`src/rtl/shift_frame_ctrl.sv`:
```
// Serial-to-parallel frame sequencer.
// On start it shifts WIDTH bits from d_in into a left-shift register (new bit
// at the LSB). It then presents the frame on d_out with d_valid until the
// consumer takes it with out_ready.
//
// Handshake: the frame transfers in any cycle where d_valid=1 and
// out_ready=1, sampled at the same posedge. d_out is stable while d_valid=1,
// and it keeps its value after the handoff until the next frame completes.
module shift_frame_ctrl #(
    parameter int WIDTH = 8,
    parameter int CNT_W = 4
) (
    input  logic             clk,
    input  logic             rst,
    input  logic             start,
    input  logic             d_in,
    input  logic             out_ready,
    input  logic             clr_err,
    output logic             busy,
    output logic             shift_en,
    output logic [WIDTH-1:0] d_out,
    output logic             d_valid,
    output logic             overrun,
    output logic [CNT_W-1:0] frame_cnt
);

    localparam int BIT_W = (WIDTH > 2) ? $clog2(WIDTH) : 1;
    localparam logic [BIT_W-1:0] LAST_BIT = BIT_W'(WIDTH - 1);

    typedef enum logic [1:0] {
        IDLE  = 2'd0,
        SHIFT = 2'd1,
        HOLD  = 2'd2
    } state_t;

    state_t           state;
    state_t           state_nxt;
    logic [BIT_W-1:0] bit_cnt;
    logic [WIDTH-1:0] sr;
    logic [WIDTH-1:0] sr_nxt;
    logic             last_bit;
    logic             accept;
    logic             overrun_set;

    assign sr_nxt   = {sr[WIDTH-2:0], d_in};
    assign last_bit = (bit_cnt == LAST_BIT);

    // Next-state decode, status outputs and handshake/overrun qualifiers
    always_comb begin
        state_nxt   = IDLE;
        busy        = 1'b0;
        shift_en    = 1'b0;
        d_valid     = 1'b0;
        accept      = 1'b0;
        overrun_set = 1'b0;
        case (state)
            IDLE: begin
                state_nxt = start ? SHIFT : IDLE;
            end
            SHIFT: begin
                busy        = 1'b1;
                shift_en    = 1'b1;
                overrun_set = start;
                state_nxt   = last_bit ? HOLD : SHIFT;
            end
            HOLD: begin
                busy        = 1'b1;
                d_valid     = 1'b1;
                accept      = out_ready;
                // A start that arrives with the handoff begins the next frame.
                // Any other start while the frame is held is an overrun.
                overrun_set = start & ~out_ready;
                if (out_ready) begin
                    state_nxt = start ? SHIFT : IDLE;
                end else begin
                    state_nxt = HOLD;
                end
            end
            default: begin
                state_nxt = IDLE;
            end
        endcase
    end

    // State, shift datapath, frame capture, handoff counter and sticky overrun
    always_ff @(posedge clk) begin
        if (rst) begin
            state     <= IDLE;
            bit_cnt   <= '0;
            sr        <= '0;
            d_out     <= '0;
            overrun   <= 1'b0;
            frame_cnt <= '0;
        end else begin
            state <= state_nxt;

            if (state == SHIFT) begin
                sr <= sr_nxt;
                if (last_bit) begin
                    d_out   <= sr_nxt;
                    bit_cnt <= '0;
                end else begin
                    bit_cnt <= bit_cnt + 1'b1;
                end
            end else begin
                bit_cnt <= '0;
            end

            if (accept) begin
                frame_cnt <= frame_cnt + 1'b1;
            end

            // If a new overrun and a clear arrive in the same cycle, the set wins.
            if (overrun_set) begin
                overrun <= 1'b1;
            end else if (clr_err) begin
                overrun <= 1'b0;
            end
        end
    end

endmodule
```
`config.mk`:
```
export PLATFORM = sky130hd
export DESIGN_NAME = shift_frame_ctrl
export DESIGN_NICKNAME = d
export VERILOG_FILES = /design/src/rtl/shift_frame_ctrl.sv
export SDC_FILE = /design/constraint.sdc
export NUM_CORES = 1
export LEC_CHECK = 0
export CORE_ASPECT_RATIO = 1.4
export CORE_MARGIN = 8
export CORE_UTILIZATION = 30
export CTS_CLUSTER_DIAMETER = 40
export DETAILED_ROUTE_END_ITERATION = 10
export HOLD_SLACK_MARGIN = 0.12
export PLACE_DENSITY = 0.49
export SLEW_MARGIN = 15
export SYNTH_ARGS = -nofsm -noshare
export SYNTH_HDL_FRONTEND = slang
export SYNTH_SLANG_ARGS = --single-unit
```
`constraint.sdc`:
```
create_clock -name clk -period 1.68 [get_ports clk]
set_input_delay 0.336 -clock clk [delete_from_list [all_inputs] [get_ports clk]]
set_output_delay 0.336 -clock clk [all_outputs]
set_load 0.01 [all_outputs]
```
# [Word-level counts from Yosys, hierarchy flattened]
# Index checks and enable logic that the tools add are counted.
[word_totals] ff_bits=25 input_bits=6 out_inout_bits=16 elab_cells=30
[classes] n_addsub=2 eq_ne=3 muxes=11 n_bitwise=3 reduce_logical=5
[op_table] operator="$mux 1" count=7
[op_table] operator="$pmux 2 s3" count=1
[op_table] operator="$add 4x1->4 const B" count=1
[op_table] operator="$mux 2" count=2
[op_table] operator="$add 3x1->3 const B" count=1
[op_table] operator="$eq 3x3->1 const B" count=1
[op_table] operator="$reduce_or 3->1" count=1
[op_table] operator="$eq 2x1->1 const B" count=1
[op_table] operator="$eq 2x2->1 const B" count=1
[op_table] operator="$logic_not 2->1" count=1
[op_table] operator="$not 1->1" count=2
[op_table] operator="$pmux 1 s2" count=1
[op_table] operator="$reduce_and 2->1" count=1
[op_table] operator="$reduce_bool 2->1" count=1
[op_table] operator="$reduce_or 2->1" count=1
[op_table] operator="$and 1x1->1" count=1

# [Depth between registers and ports, before layout]
# Gate-level depths: netlist of the first run.
[depth] depth_word=4 depth_mapped=6 depth_no_buf=5

# [Worst setup path before layout of the first run]
# No wires, ideal clock.
[synth_path] path_type="flip-flop to flip-flop" start="register state[0]" end="register frame_cnt[3]" setup_time_ns=0.070 t_arrival_ns=1.237 required_ns=1.610 slack_ns=0.373 stages_incl_launch_ff=6 n_path_buf=0 period_less_slack_ns=1.307 path_cell_list="dfxtp_1 > inv_1 > ha_1 > nand2_2 > or3_1 > a21oi_1"
[synth_via] elab_chain_len=2
[synth_lines] item="start: declaration" line_no="36" source="state_t state;"
[synth_lines] item="start signal: assignment" line_no="95" source="state <= state_nxt;"
[synth_lines] item="$eq 2x2->1" line_no="56" source="case (state)"
[synth_lines] item="$mux 1" line_no="56"
[synth_lines] item="end signal: assignment" line_no="110" source="frame_cnt <= frame_cnt + 1'b1;"
[synth_lines] item="end: declaration" line_no="24" source="output logic [CNT_W-1:0] frame_cnt"
# Every way passes these cells.
# A chain may end at the register's enable or synchronous reset.

# [Worst setup path after layout of the first run]
[layout_path] start="register state[0]" end="output port busy"
[layout_via] elab_chain_len=3 word_cells_on_any_way=4 cone_classes="eq/ne: 2; mux: 1; reduce/logical: 1"
[layout_lines] item="$eq 2x1->1 / $eq 2x2->1 (equally long branches)" line_no="56"
[layout_lines] item="$reduce_or 2->1 (no line) (*)"
[layout_lines] item="$mux 1 (*)" line_no="56"
[layout_lines] item="end: declaration" line_no="19" source="output logic busy,"
# Mark *: on every way between the ends. The rest lies on a longest branch, timed or not.

==> flow_summary.yaml, run 1 <==
place:
  dpl.hpwl_um: 1570
  preCtsSetupSlack_ps: 50.0
  io_buffers: 21
  gp_congestion: 0.642
run_status:
  status: "finished, final reports clean"
drt:
  wl_met2_um: 1070
  detail_route.wirelength_um: 2030
  ant_nets: 0
  dr.pass1.iters: 2
  drc: 0
  met3WireLength_um: 81
  topRoutingLayerUsed: "met4"
  m1WireLength_um: 855
  wl_per_cell_um: 12.0
  viasPerCell: 4.46
  vias: 759
  drtIter0Drc: 3
pwr:
  finalPower_mw: 1.02
  leakagePower_nw: 0.502
  clockPowerShare_pct: 33.4
  power_density_nw_per_um2: 777
  pwr-share-seq_pct: 59.1
  p_int_uw: 806
  swShare_pct: 21.1
  net-switching-power_uw: 216
  share_comb_of_total_power_pct: 7.4
  peakVddDrop_uv: 526
synthesis:
  ys_top_cells_by_count: "25 x dfxtp_1, 13 x a21oi_1, 11 x nand3_1"
  ys_warn_count: 0
  synth_flop_cell: "dfxtp_1"
  synth_cell_types: 23
  syn_area_um2: 1000
  synthArstFlopShare_pct: 0
  seq_area_frac_synth_pct: 49.9
  yosys-top-cells-area: "dfxtp_1 50%, ha_1 10%, mux2i_1 7.0%"
  synth-seq-cells: 25
  synth_cells: 106
  synth-edff-count: 0
  synth_fp_nets: 120
  synth_top_cell_area_share_pct: 49.9
  syn_area_per_cell_um2: 9.47
  yosysMostFrequentCell: "dfxtp_1"
  synth_top_area_cell: "dfxtp_1"
clock_tree:
  clockBufferDepth: 2
  cts_max_level: 1
  insertion_delay_ps: 260
  cts_tree: "built"
  ctsHoldBuffers: 0
  numClockSinks: 25
  cts_root_buffer: "clkbuf_8"
  numCtsBuffers: 3
  clk_pin_slew_worst_paths_ps: 80
finish:
  fin_nets: 145
  layout-drive-gt1-share_pct: 10.0
  num_antenna_cells: 0
  area_delta_synth_final_pct: 31.0
sta:
  holdWs_ps: 431
  clock_skew_ps: 1.06
  min_period_ps: 1610
  min_period_over_period_pct: 95.9
  finalMaxSlewViolations: 0
  rsz0062_at_grt: "false"
  max_freq_mhz: 621
  setup_viol: 0
  worst_slack_ps: 68.4
  tns_ps: 0
  timing.slew.headroom_pct: 81.5
  tightest_slew_ps: 277
  hold_viol_final: 0
die:
  die_h_um: 84.4
  die_x_um: 64.9
  core-area_um2: 3280
  start_util_pct: 30.6
  rows: 25
  io-pin-count: 22
  die_area_um2: 5480
setup_path:
  worstSetupStartpointType: "flip-flop"
  worstPathArrival_ps: 1280
  r2r_cells: 5
  critPathMaxFanout: 4
  crit_end: "busy"
  endpoint_kind: "primary output"
  r2r_slack_ps: 320
  r2r-end: "d_out[2]"
  crit_type: "reg2out"
  r2r_start: "bit_cnt[0]"
  setup.worst_path.start: "state[0]"
  crit_required_ps: 1340
grt:
  antenna_found_initial: 0
  grt_pass1_vias: 814
  grt_util_all_layers_pct: 7.84
  grt_overflow: 0
  grt_max_degree: 16
  grt_pass1_wl_um: 3460
flow_run:
  cap_violations: 0
min_path:
  worstHoldPathType: "reg2reg"
==> final cells by class <==
type | count | area, um^2
fillers | 353 | 1970
multi-input cells | 74 | 473
inverters | 2 | 7.51
repair buffers | 25 | 236
well taps | 40 | 50.0
clock buffers | 4 | 45.0
flip-flops and latches | 25 | 503
==> worst min path at each step <==
stage | start | endpoint | slack (ps) | cells past startpoint
after floorplan | bit_cnt[0] | bit_cnt[0] | 400 | 1
after global placement | bit_cnt[0] | bit_cnt[0] | 410 | 1
after detailed placement | bit_cnt[0] | bit_cnt[0] | 430 | 1
after CTS | bit_cnt[0] | bit_cnt[0] | 440 | 1
after global routing | bit_cnt[0] | bit_cnt[0] | 460 | 1
final | bit_cnt[0] | bit_cnt[0] | 430 | 1
==> power groups by stage <==
| stage | registers (mW) | clock network (mW) | logic [mW] |
|---|---|---|---|
| after floorplan | 0.617 | 0 | 0.0456 |
| after global placement | 0.617 | 0 | 0.0789 |
| after detailed placement | 0.618 | 0 | 0.0798 |
| after CTS | 0.604 | 0.361 | 0.0775 |
| after global routing | 0.605 | 0.379 | 0.0838 |
| final | 0.604 | 0.342 | 0.0761 |
==> critical path: stages, from the launching register on <==
cell and delay (ps):
dfxtp_2 360, inv_1 60, ha_1 300, dlygate4sd2_1 290
==> timing repair <==
item,4_1_cts,5_1_grt
setup endpoints to repair,3,9
gates resized for setup,4,2
setup buffers,0,0
==> routing by layer <==
layer	global-route usage, %	up-vias
met1	7.54	347
li1	-	403
met3	2.26	2
met4	3.59	0
met2	14.6	7
met5	0	-
==> state kept, by name (all words and copies together) (netlist names) <==
name / flops
state: 2
overrun: 1
sr: 7
d_out: 8
frame_cnt: 4
bit_cnt: 3
==> placed cells by master (no fill, tap or decap), types with 2 or more instances in the layout <==
cell type,count
xor2_1,2
a21oi_1,13
dfxtp_2,2
mux2i_1,7
inv_1,2
buf_4,4
nand3_1,11
clkdlybuf4s50_1,18
dfxtp_1,23
dlygate4sd2_1,3
nor2b_1,2
and2_1,2
nor3_1,2
nand2_1,10
ha_1,7
clkbuf_8,3
nor2_1,9
==> stage by stage <==
stage	instance area (um^2)	utilization, %	std cells
detailed placement	1270	38.6	166
global placement	1270	38.6	166
finish	1320	40.0	170
CTS	1310	39.9	170
global route	1320	40.0	170
floorplan	1000	-	106
==> logic make-up after synthesis <==
kind of cell / synth area share, %
flip-flops: 49.9
buffers and inverters: 3.24
XOR/XNOR: 1.75
adder cells (fa/ha/maj): 9.98
AND/OR/NAND/NOR: 19.6
multiplexers: 6.98
AO/OA/AOI/OAI: 8.60
Note: power is estimated with default switching activity, not from simulation.
==> inputs of run 2 (changes only) <==
--- a/config.mk
+++ b/config.mk
@@ -16,3 +16,4 @@
 export SYNTH_ARGS = -nofsm -noshare
 export SYNTH_HDL_FRONTEND = slang
 export SYNTH_SLANG_ARGS = --single-unit
+export TNS_END_PERCENT = 20
==> results of run 2 <==
The final DEF is identical to that of run 1; final timing and power are the same.
